<file path="src/rtl/risc_fetch_queue_pkg.sv">
// risc_pkg: shared definitions for the RISC fetch path.
// Holds the default instruction/opcode/PC widths, the HALT opcode value
// and the fetch FSM state encoding used by risc_fetch_queue.
// Optional feature macro used by the fetch unit: RISC_FETCH_HALT_EN.
package risc_pkg;

  localparam int IW  = 13;
  localparam int OPW = 5;
  localparam int PCW = 8;

  localparam logic [4:0] HALT_OP = 5'h1F;

  typedef enum logic [1:0] {
    ST_BOOT = 2'd0,
    ST_RUN  = 2'd1,
    ST_HALT = 2'd2
  } fetch_state_e;

endpackage

</file>
<file path="src/rtl/risc_fetch_queue_if.sv">
// risc_fetch_queue_if: bundles the instruction-ROM port, the redirect
// input and the decode-side valid/ready handshake of the fetch unit.
//   imem_req/imem_addr/imem_rdata : synchronous ROM port (1-cycle latency)
//   redirect/redirect_pc          : PC redirect with queue flush
//   ir_valid/ir_ready/ir/ir_pc/ir_opcode : head of the prefetch queue
//   halted                        : fetch stopped on HALT (RISC_FETCH_HALT_EN)
// master = fetch unit, slave = surrounding core/memory.
interface risc_fetch_queue_if
  import risc_pkg::*;
#(
  parameter int IW  = risc_pkg::IW,
  parameter int OPW = risc_pkg::OPW,
  parameter int PCW = risc_pkg::PCW
);

  logic           imem_req;
  logic [PCW-1:0] imem_addr;
  logic [IW-1:0]  imem_rdata;
  logic           redirect;
  logic [PCW-1:0] redirect_pc;
  logic           ir_valid;
  logic           ir_ready;
  logic [IW-1:0]  ir;
  logic [PCW-1:0] ir_pc;
  logic [OPW-1:0] ir_opcode;
  logic           halted;

  modport master (
    output imem_req, imem_addr, ir_valid, ir, ir_pc, ir_opcode, halted,
    input  imem_rdata, redirect, redirect_pc, ir_ready
  );

  modport slave (
    input  imem_req, imem_addr, ir_valid, ir, ir_pc, ir_opcode, halted,
    output imem_rdata, redirect, redirect_pc, ir_ready
  );

endinterface

</file>
<file path="src/rtl/risc_fetch_queue_fifo.sv">
// risc_fetch_fifo: DEPTH x W synchronous FIFO holding {pc, instruction}
// words for the fetch unit. flush_i empties it on the next edge and wins
// over push/pop. DEPTH must be a power of two so the pointers wrap freely.
//   clk, rst           : clock, synchronous active-high reset
//   flush_i            : discard all entries
//   push_i / wdata_i   : write at tail
//   pop_i              : remove head
//   rdata_o            : head entry
//   count_o / empty_o  : occupancy
// risc_fetch_fifo_chk flags a push into a full queue without a pop.
module risc_fetch_fifo #(
  parameter int W     = 21,
  parameter int DEPTH = 4,
  localparam int AW   = $clog2(DEPTH),
  localparam int CW   = AW + 1
) (
  input  logic          clk,
  input  logic          rst,
  input  logic          flush_i,
  input  logic          push_i,
  input  logic          pop_i,
  input  logic [W-1:0]  wdata_i,
  output logic [W-1:0]  rdata_o,
  output logic [CW-1:0] count_o,
  output logic          empty_o
);

  logic [W-1:0]  mem_q [DEPTH];
  logic [AW-1:0] wr_ptr_q;
  logic [AW-1:0] rd_ptr_q;
  logic [CW-1:0] count_q;

  // Pointer and occupancy registers.
  always_ff @(posedge clk) begin
    if (rst || flush_i) begin
      wr_ptr_q <= '0;
      rd_ptr_q <= '0;
      count_q  <= '0;
    end else begin
      if (push_i) wr_ptr_q <= wr_ptr_q + 1'b1;
      if (pop_i)  rd_ptr_q <= rd_ptr_q + 1'b1;
      count_q <= count_q + CW'(push_i) - CW'(pop_i);
    end
  end

  // Storage array; contents need no reset because count gates visibility.
  always_ff @(posedge clk) begin
    if (push_i && !flush_i) mem_q[wr_ptr_q] <= wdata_i;
  end

  assign rdata_o = mem_q[rd_ptr_q];
  assign count_o = count_q;
  assign empty_o = (count_q == '0);

  risc_fetch_fifo_chk #(.DEPTH(DEPTH)) u_chk (
    .clk     (clk),
    .rst     (rst),
    .push_i  (push_i),
    .pop_i   (pop_i),
    .flush_i (flush_i),
    .count_i (count_q)
  );

endmodule

// risc_fetch_fifo_chk: overflow watchdog for risc_fetch_fifo.
module risc_fetch_fifo_chk #(
  parameter int DEPTH = 4,
  localparam int CW   = $clog2(DEPTH) + 1
) (
  input logic          clk,
  input logic          rst,
  input logic          push_i,
  input logic          pop_i,
  input logic          flush_i,
  input logic [CW-1:0] count_i
);

  localparam logic [CW-1:0] FULL_W = CW'(DEPTH);

  // Upstream credit accounting must never push into a full queue.
  a_no_overflow: assert property (@(posedge clk) disable iff (rst)
    !(push_i && !pop_i && !flush_i && (count_i == FULL_W)));

endmodule

</file>
<file path="src/rtl/risc_fetch_queue.sv">
// risc_fetch_queue: instruction fetch unit with a DEPTH-entry prefetch
// queue. Owns the fetch PC, issues requests to a 1-cycle synchronous ROM
// under a credit rule (queued + in-flight < DEPTH), pushes {pc, word} into
// risc_fetch_fifo and presents the head to decode via valid/ready.
// A redirect reloads the PC, flushes the queue and squashes any in-flight
// response.
//   clk, rst : clock, synchronous active-high reset
//   bus      : risc_fetch_queue_if.master (ROM port, redirect, decode side)
// Optional: RISC_FETCH_HALT_EN stops issue when a HALT_OP word is pushed.
module risc_fetch_queue
  import risc_pkg::*;
#(
  parameter int IW                 = risc_pkg::IW,
  parameter int OPW                = risc_pkg::OPW,
  parameter int PCW                = risc_pkg::PCW,
  parameter int DEPTH              = 4,
  parameter logic [PCW-1:0] RESET_PC = '0
) (
  input logic                 clk,
  input logic                 rst,
  risc_fetch_queue_if.master  bus
);

  localparam int CW = $clog2(DEPTH) + 1;
  localparam int EW = PCW + IW;
  localparam logic [CW:0] DEPTH_W = (CW+1)'(DEPTH);

  fetch_state_e   state_q, state_d;
  logic [PCW-1:0] fetch_pc_q, fetch_pc_d;
  logic           inflight_q, inflight_d;
  logic [PCW-1:0] inflight_pc_q, inflight_pc_d;

  logic [CW-1:0]  count_s;
  logic           empty_s;
  logic [EW-1:0]  head_s;
  logic           credit_ok_s;
  logic           push_s;
  logic           pop_s;
  logic           issue_s;
  logic           halt_hit_s;
  logic [IW-1:0]  ir_s;

  // A response is squashed when a redirect arrives in the cycle it returns.
  assign push_s      = inflight_q & ~bus.redirect;
  assign credit_ok_s = ({1'b0, count_s} + {{CW{1'b0}}, inflight_q}) < DEPTH_W;
  assign pop_s       = ~empty_s & bus.ir_ready;

`ifdef RISC_FETCH_HALT_EN
  assign halt_hit_s  = push_s && (bus.imem_rdata[IW-1 -: OPW] == OPW'(HALT_OP));
`else
  assign halt_hit_s  = 1'b0;
`endif

  // State, PC and in-flight tracking registers.
  always_ff @(posedge clk) begin
    if (rst) begin
      state_q       <= ST_BOOT;
      fetch_pc_q    <= RESET_PC;
      inflight_q    <= 1'b0;
      inflight_pc_q <= '0;
    end else begin
      state_q       <= state_d;
      fetch_pc_q    <= fetch_pc_d;
      inflight_q    <= inflight_d;
      inflight_pc_q <= inflight_pc_d;
    end
  end

  // Next-state, issue decision and redirect override.
  always_comb begin
    state_d       = state_q;
    fetch_pc_d    = fetch_pc_q;
    inflight_d    = 1'b0;
    inflight_pc_d = inflight_pc_q;
    issue_s       = 1'b0;
    case (state_q)
      ST_BOOT: begin
        state_d = ST_RUN;
      end
      ST_RUN: begin
        // Issue is suppressed on the HALT push so nothing follows HALT.
        if (!bus.redirect && credit_ok_s && !halt_hit_s) begin
          issue_s = 1'b1;
        end else begin
          issue_s = 1'b0;
        end
        if (halt_hit_s) begin
          state_d = ST_HALT;
        end else begin
          state_d = ST_RUN;
        end
      end
`ifdef RISC_FETCH_HALT_EN
      ST_HALT: begin
        state_d = ST_HALT;
      end
`endif
      default: begin
        state_d = ST_BOOT;
      end
    endcase
    if (issue_s) begin
      inflight_d    = 1'b1;
      inflight_pc_d = fetch_pc_q;
      fetch_pc_d    = fetch_pc_q + 1'b1;
    end else begin
      inflight_d    = 1'b0;
    end
    // Redirect beats issue, push and HALT entry, and leaves HALT.
    if (bus.redirect) begin
      fetch_pc_d = bus.redirect_pc;
      inflight_d = 1'b0;
      state_d    = ST_RUN;
    end else begin
      fetch_pc_d = fetch_pc_d;
    end
  end

  risc_fetch_fifo #(.W(EW), .DEPTH(DEPTH)) u_fifo (
    .clk     (clk),
    .rst     (rst),
    .flush_i (bus.redirect),
    .push_i  (push_s),
    .pop_i   (pop_s),
    .wdata_i ({inflight_pc_q, bus.imem_rdata}),
    .rdata_o (head_s),
    .count_o (count_s),
    .empty_o (empty_s)
  );

  assign ir_s          = empty_s ? '0 : head_s[IW-1:0];
  assign bus.imem_req  = issue_s;
  assign bus.imem_addr = fetch_pc_q;
  assign bus.ir_valid  = ~empty_s;
  assign bus.ir        = ir_s;
  assign bus.ir_pc     = empty_s ? '0 : head_s[EW-1:IW];
  assign bus.ir_opcode = ir_s[IW-1 -: OPW];
`ifdef RISC_FETCH_HALT_EN
  assign bus.halted    = (state_q == ST_HALT);
`else
  assign bus.halted    = 1'b0;
`endif

endmodule

</file>
<file path="src/flat_wrapper.sv">
// flat-port wrapper written by rule: the top's interface ports become plain ports
module risc_fetch_queue_flat import risc_pkg::*;
#(
  parameter int IW                 = risc_pkg::IW,
  parameter int OPW                = risc_pkg::OPW,
  parameter int PCW                = risc_pkg::PCW,
  parameter int DEPTH              = 4,
  parameter logic [PCW-1:0] RESET_PC = '0
)
  (clk, rst, bus_imem_req, bus_imem_addr, bus_ir_valid, bus_ir, bus_ir_pc, bus_ir_opcode, bus_halted, bus_imem_rdata, bus_redirect, bus_redirect_pc, bus_ir_ready);
  risc_fetch_queue_if #(.IW(IW), .OPW(OPW), .PCW(PCW)) bus_i ();
  input logic clk;
  input logic rst;
  output wire logic [$bits(bus_i.imem_req)-1:0] bus_imem_req;
  output wire logic [$bits(bus_i.imem_addr)-1:0] bus_imem_addr;
  output wire logic [$bits(bus_i.ir_valid)-1:0] bus_ir_valid;
  output wire logic [$bits(bus_i.ir)-1:0] bus_ir;
  output wire logic [$bits(bus_i.ir_pc)-1:0] bus_ir_pc;
  output wire logic [$bits(bus_i.ir_opcode)-1:0] bus_ir_opcode;
  output wire logic [$bits(bus_i.halted)-1:0] bus_halted;
  input wire logic [$bits(bus_i.imem_rdata)-1:0] bus_imem_rdata;
  input wire logic [$bits(bus_i.redirect)-1:0] bus_redirect;
  input wire logic [$bits(bus_i.redirect_pc)-1:0] bus_redirect_pc;
  input wire logic [$bits(bus_i.ir_ready)-1:0] bus_ir_ready;
  assign bus_imem_req = bus_i.imem_req;
  assign bus_imem_addr = bus_i.imem_addr;
  assign bus_ir_valid = bus_i.ir_valid;
  assign bus_ir = bus_i.ir;
  assign bus_ir_pc = bus_i.ir_pc;
  assign bus_ir_opcode = bus_i.ir_opcode;
  assign bus_halted = bus_i.halted;
  assign bus_i.imem_rdata = bus_imem_rdata;
  assign bus_i.redirect = bus_redirect;
  assign bus_i.redirect_pc = bus_redirect_pc;
  assign bus_i.ir_ready = bus_ir_ready;
  risc_fetch_queue #(.IW(IW), .OPW(OPW), .PCW(PCW), .DEPTH(DEPTH), .RESET_PC(RESET_PC)) u_core (.clk(clk), .rst(rst), .bus(bus_i));
endmodule
</file>
<file path="config.mk">
export PLATFORM = sky130hd
export DESIGN_NAME = risc_fetch_queue_flat
export DESIGN_NICKNAME = d
export VERILOG_FILES = /design/src/rtl/risc_fetch_queue_pkg.sv /design/src/rtl/risc_fetch_queue_if.sv /design/src/rtl/risc_fetch_queue_fifo.sv /design/src/rtl/risc_fetch_queue.sv /design/src/flat_wrapper.sv
export SDC_FILE = /design/constraint.sdc
export NUM_CORES = 1
export LEC_CHECK = 0
export ABC_AREA = 1
export ABC_CLOCK_PERIOD_IN_PS = 2450
export CAP_MARGIN = 20
export CORE_MARGIN = 2
export CORE_UTILIZATION = 57
export DETAILED_ROUTE_END_ITERATION = 10
export DONT_BUFFER_PORTS = 1
export HOLD_SLACK_MARGIN = 0.05
export PLACE_DENSITY = 0.72
export SLEW_MARGIN = 20
export SYNTH_ARGS = -nofsm -noshare
export SYNTH_HDL_FRONTEND = slang
export SYNTH_HIERARCHICAL = 1
export SYNTH_SLANG_ARGS = --single-unit
</file>
<file path="constraint.sdc">
create_clock -name clk -period 2.45 [get_ports clk]
set_clock_uncertainty 0.05 [all_clocks]
set_input_delay 0.3675 -clock clk [delete_from_list [all_inputs] [get_ports clk]]
set_output_delay 0.3675 -clock clk [all_outputs]
set_load 0.03 [all_outputs]
</file>
==> Implementation_results.wiki <==
{| class="wikitable"
! Metric !! Value
|-
| Number of port buffers || 0
|-
| Global-route wire length before repair || between 10 and 15 mm
|-
| Initial antenna violation count || 0
|-
| Setup repair after global routing missed its margin || false
|-
| Synthesized area per cell || 10.5 um2
|-
| Routed wire per std cell || 13.1 um
|-
| Number of fill cells || roughly 700
|-
| Cell types occupying the most area after synthesis || edfxtp_1, dfxtp_1, inv_1
|-
| Number of buffers inserted during clock tree synthesis || 9
|-
| DP Worst Slack || around 460 ps
|-
| Maximum fanout along the worst path || 84
|-
| Register cell area after layout || slightly above 3000 um2
|-
| Power density normalized to cell area || roughly 590 nW/um2
|-
| Synthesized netlist cell count || 488
|-
| Number of nets with antenna violations after detailed routing || 0
|-
| Number of global-route vias before repair || ~3000
|-
| Fmax || 474 MHz
|-
| Distinct cells, synth || 34
|-
| GRT Resource Usage Total || a little under a fifth
|-
| Endpoint required time on the critical path || 2030 ps
|-
| Synth top area share || between 40% and 50%
|-
| Io pins || 62
|-
| Starting utilization of the core area || between 50% and 60%
|-
| Power consumption || between 3000 and 4000 uW
|-
| Number of hold violations in the final report || 0
|-
| Largest net degree at the start of global routing || 85
|-
| Clock transition time at the flip-flop clock pins of the worst setup and hold paths || 100 ps
|-
| Via Count || approximately 3100
|-
| Number of endpoints failing setup at the final stage || 0
|-
| Standby leakage power || approximately 0.0022 uW
|-
| Fin crit share || between 80% and 90%
|-
| Die area || around 10000 um2
|-
| First-pass DRT Iterations || 5
|-
| Minimum clock period || between 2000 and 2500 ps
|-
| Half-perimeter wire length of the detailed placement result || a little over 5 mm
|-
| Top cell type by total area after synthesis || edfxtp_1
|-
| Post-Syn Area || 5110 um2
|-
| Maximum root-to-sink buffer count || 2
|-
| Proportion of synthesized chip area in sequential cells || between 50% and 60%
|-
| Remaining design rule violation count || 0
|-
| Ys async rst share || 0%
|-
| Startpoint type of the worst setup path || flip-flop
|-
| FF+latch count, synth || ~110
|-
| Total global routing overflow || 0
|-
| Minimum setup slack in the final design || between 300 and 400 ps
|-
| Insertion delay to the later sink of the worst-skew pair || roughly 360 ps
|-
| Type of the worst setup path || flip-flop to output pin
|-
| H-tree Lvls || 3
|-
| Max-slew violation count || 0
|-
| Layout cells sized above 1 || a little under 20%
|-
| Primary FF master, synth || edfxtp_1
|-
| WL final || slightly above 8 mm
|-
| Final nets || approximately 550
|-
| Number of enable-type register cells in the synthesized netlist || 84
|-
| GP Congestion || about 0.77
|-
| Net count of the mapped netlist || about 520
|-
| CP Data Arrival Time || between 1500 and 2000 ps
|-
| Iteration-0 DRC Markers || approximately 170
|-
| Peak supply drop || 0.000316 V
|-
| Number of rows in the core area || 34
|-
| Signed area change from the synthesized netlist to the final layout || 9.03%
|-
| Classification of the worst-slack hold path || primary input to flip-flop
|-
| Crit end category || output pin
|-
| Placeable Area || approximately 8700 um2
|-
| Number of vias per cell || roughly 4.9
|-
| CTS root buffer || clkbuf_8
|-
| Height of the die || just under 100 um
|-
| Clock Sink Count || 111
|-
| Run status || completed
|-
| Setup TNS || 0 ps
|-
| Post-cts repair resize count || 0
|-
| Number of antenna cells inserted || 0
|-
| Die width || 98.7 um
|-
| Total of max-cap violations || 0
|-
| Headroom to the max-slew limit || roughly two thirds
|-
| Worst Max-Slew Pin Slew || ~520 ps
|-
| Synth Warn # || 6
|-
| TritonCTS clock tree || built
|-
| Multi-input logic area || around 1500 um2
|}
[layer usage]
metal  wire length, um  vias up  global-route usage [%]
met4                71        0                    7.48
met3               377        6                    4.82
li1                  -     1625                       -
met5                 0        -                       0
met1              3590     1399                    22.9
met2              4160       62                    29.9
[worst paths after layout]
path	start	end	slack (ps)	depth (start not counted)
worst min-delay path	bus_redirect	u_core/bus.imem_addr[1]	140	3
worst min register to register	u_core/u_fifo/rd_ptr_q[1]	flip-flop	420	2
worst max-delay path	flip-flop	bus_ir_pc[7]	340	7
worst max register to register	u_core/u_fifo/count_o[1]	u_core/u_fifo/count_o[1]	430	8
[cell usage in the layout, fill, tap and decap left out, types with 2 or more instances in the layout]
cell            n
edfxtp_1       84
ha_1            7
nor2_2          5
inv_1          91
o21ai_1        14
a21oi_2         2
nor2_4          2
dlygate4sd3_1  14
buf_12          2
a21oi_1        33
nor2_1         42
nand2_1        69
o21ai_2         2
clkbuf_8       11
nand4_1         2
nand2_2        19
o21ai_0        18
nand3_1        14
dfxtp_1        25
buf_4          26
o211ai_2       21
[final cells by class]
class	instances	area share, %
clock buffers	12	2.78
clock inverters	4	0.494
inverters	92	6.20
multi-input cells	258	26.3
flip-flops and latches	111	55.1
well taps	108	2.42
repair buffers	42	6.74
[synth_stat cells, types with 2 or more instances]
cell / number
a21oi_1: 33
a21oi_2: 2
buf_12: 2
buf_2: 5
buf_4: 8
buf_6: 4
buf_8: 3
clkbuf_1: 2
clkbuf_4: 2
dfxtp_1: 27
edfxtp_1: 84
ha_1: 7
inv_1: 91
nand2_1: 69
nand2_2: 19
nand3_1: 14
nand4_1: 2
nor2_1: 46
nor2_4: 2
o211ai_2: 21
o21ai_0: 18
o21ai_1: 14
o21ai_2: 2
[power by group]
| group | switching [uW] | leakage, uW | internal (uW) |
|---|---|---|---|
| combinational | 133 | 0.00110 | 73.6 |
| sequential | 48.3 | 0.000993 | 2040 |
| clock | 563 | 0.0000933 | 429 |
[cells by family after synthesis]
| family | after synthesis | synth area share [%] |
|---|---|---|
| AND/OR/NAND/NOR | 158 | 13.9 |
| adder cells (fa/ha/maj) | 8 | 2.11 |
| buffers and inverters | 119 | 11.7 |
| other | 1 | 0.0734 |
| flip-flops | 111 | 59.9 |
| AO/OA/AOI/OAI | 91 | 12.3 |
[state kept, by name, indices dropped and copies added, names as in the netlist, named ones only]
signal	flops
u_core/bus.imem_addr	8
u_core/state_q	1
u_core/u_fifo/rd_ptr_q	2
u_core/u_fifo/mem_q	84
u_core/u_fifo/wr_ptr_q	2
u_core/inflight_q	1
u_core/inflight_pc_q	8
u_core/u_fifo/count_o	3
[through the flow]
step / utilization, % / cells / cell area [um2] / hold slack [ps]
2_1_floorplan: - / 488 / 5110 / 387
3_3_place_gp: 60.2 / 597 / 5250 / 390
3_5_place_dp: 60.2 / 597 / 5250 / 390
4_1_cts: 63.9 / 627 / 5570 / 115
5_1_grt: 63.9 / 627 / 5570 / 121
6_report: 63.9 / 627 / 5570 / 140
[worst max-delay path, cell delays in order, from the launching register on]
cell,delay (ps)
dfxtp_4,360
buf_12,320
a21oi_1,140
o21ai_1,100
nand2_1,70
inv_1,70
nor2_1,40
buf_4,170
[timing repair]
action	CTS	global route
endpoints found under the hold margin	57	0
buffers inserted	0	0
hold buffers	14	0
(Power assumes the default switching activity.)
==> edit: new RTL, config.mk and constraints unchanged <==
Change the package constant `OPW` from 5 to 10.
--- a/src/rtl/risc_fetch_queue_pkg.sv
+++ b/src/rtl/risc_fetch_queue_pkg.sv
@@ -5,7 +5,7 @@
 package risc_pkg;
 
   localparam int IW  = 13;
-  localparam int OPW = 5;
+  localparam int OPW = 10;
   localparam int PCW = 8;
 
   localparam logic [4:0] HALT_OP = 5'h1F;
Ports: changed (resized bus_ir_opcode); port bits go from 62 to 67. The function was not compared with the original's and may differ.
==> edit against the unedited design <==
- sequential cell count unchanged
- cell count up 0.64%
- cell area up 1.3%
- sequential share of layout area down 0.73 points
- synthesized area up 0.73%
- combinational power up 4%
- wire length up 5.1%
- power up 3.2%
- worst hold slack better by 0.0016 ns
- setup slack worse by 0.089 ns
==> edit: results (changes against the unedited design) <==
[outcome]
outcome=finished clean  ; unchanged

[synthesis]
seq_area_frac_synth_pct=59.5  ; was 59.9%
synth_nets=526  ; was 521
avgSynthCellArea_um2=10.4  ; was 10.5 µm²
synth_fa_ha_area_share_pct=2.09  ; was 2.11%

[route]
vias=3176  ; was 3092
dr.first_iter.drc_count=160  ; was 166
firstDrtPassIters=4  ; was 5
routedWlPerCell_um=13.6  ; was 13.1 µm
viasPerCell=5.03  ; was 4.93

[sta]
relSlewSlack_pct=65.4  ; was 65.2%
whs_ns=0.142  ; was 0.140 ns

[cells_and_area]
drive_gt1_share_pct=19.7  ; was 19.5%
nets=551  ; was 547
fillCellCount=714  ; was 685

[worst_hold_path]
hold_start=rst  ; was bus_redirect
holdPathEnd=u_core/u_fifo/count_o[2]  ; was u_core/bus.imem_addr[1]

[critical_path]
cp_max_fo=37  ; was 84
reg2reg_slack_ns=0.50  ; was 0.43 ns

[grt]
grt_pass1_vias=3146  ; was 2958
track_usage_pct=19.2  ; was 18.1%
grt_pass1_wl_um=14900  ; was 13900 µm

[power]
internal_power_w=0.00265  ; was 0.00255 W
switchingPower_w=0.000742  ; was 0.000745 W

[place]
pre_cts_ws_ns=0.521  ; was 0.463 ns
place_area_mm2=0.00531  ; was 0.00525 mm²

## edit: layout make-up
cell class / instances / area share, %
Sequential cell: 111 / 54.3
Multi-Input combinational cell: 258 / 26.0
Timing Repair Buffer: 46 / 7.62
Inverter: 92 / 6.11
Clock buffer: 13 / 2.84
Tap cell: 108 / 2.39
Clock inverter: 3 / 0.753
## edit: worst max-delay path, stage by stage (launching register included)
cell,delay (ns)
dfxtp_4,0.57
buf_12,0.26
a21oi_1,0.10
o21ai_0,0.14
nand2_1,0.08
inv_1,0.06
nor2_1,0.03
buf_4,0.17
## edit: cell families after synthesis
kind of cell,after synthesis
compound gates,91
fa+ha+maj,8
buf+inv,124
other cells,1
simple gates,158
flops,111
## edit: repair_timing
action / in CTS / in global routing
endpoints found under the hold margin: 57 / 0
resized for setup: 0 / 0
hold buffers: 14 / 0
## edit: per-layer routing
layer	up-vias	global-route usage (%)	share of wire (%)
met5	-	0	0
met1	1429	26.4	46
li1	1637	-	-
met3	15	4.26	5.9
met4	0	8.75	2.1
met2	95	29.3	46
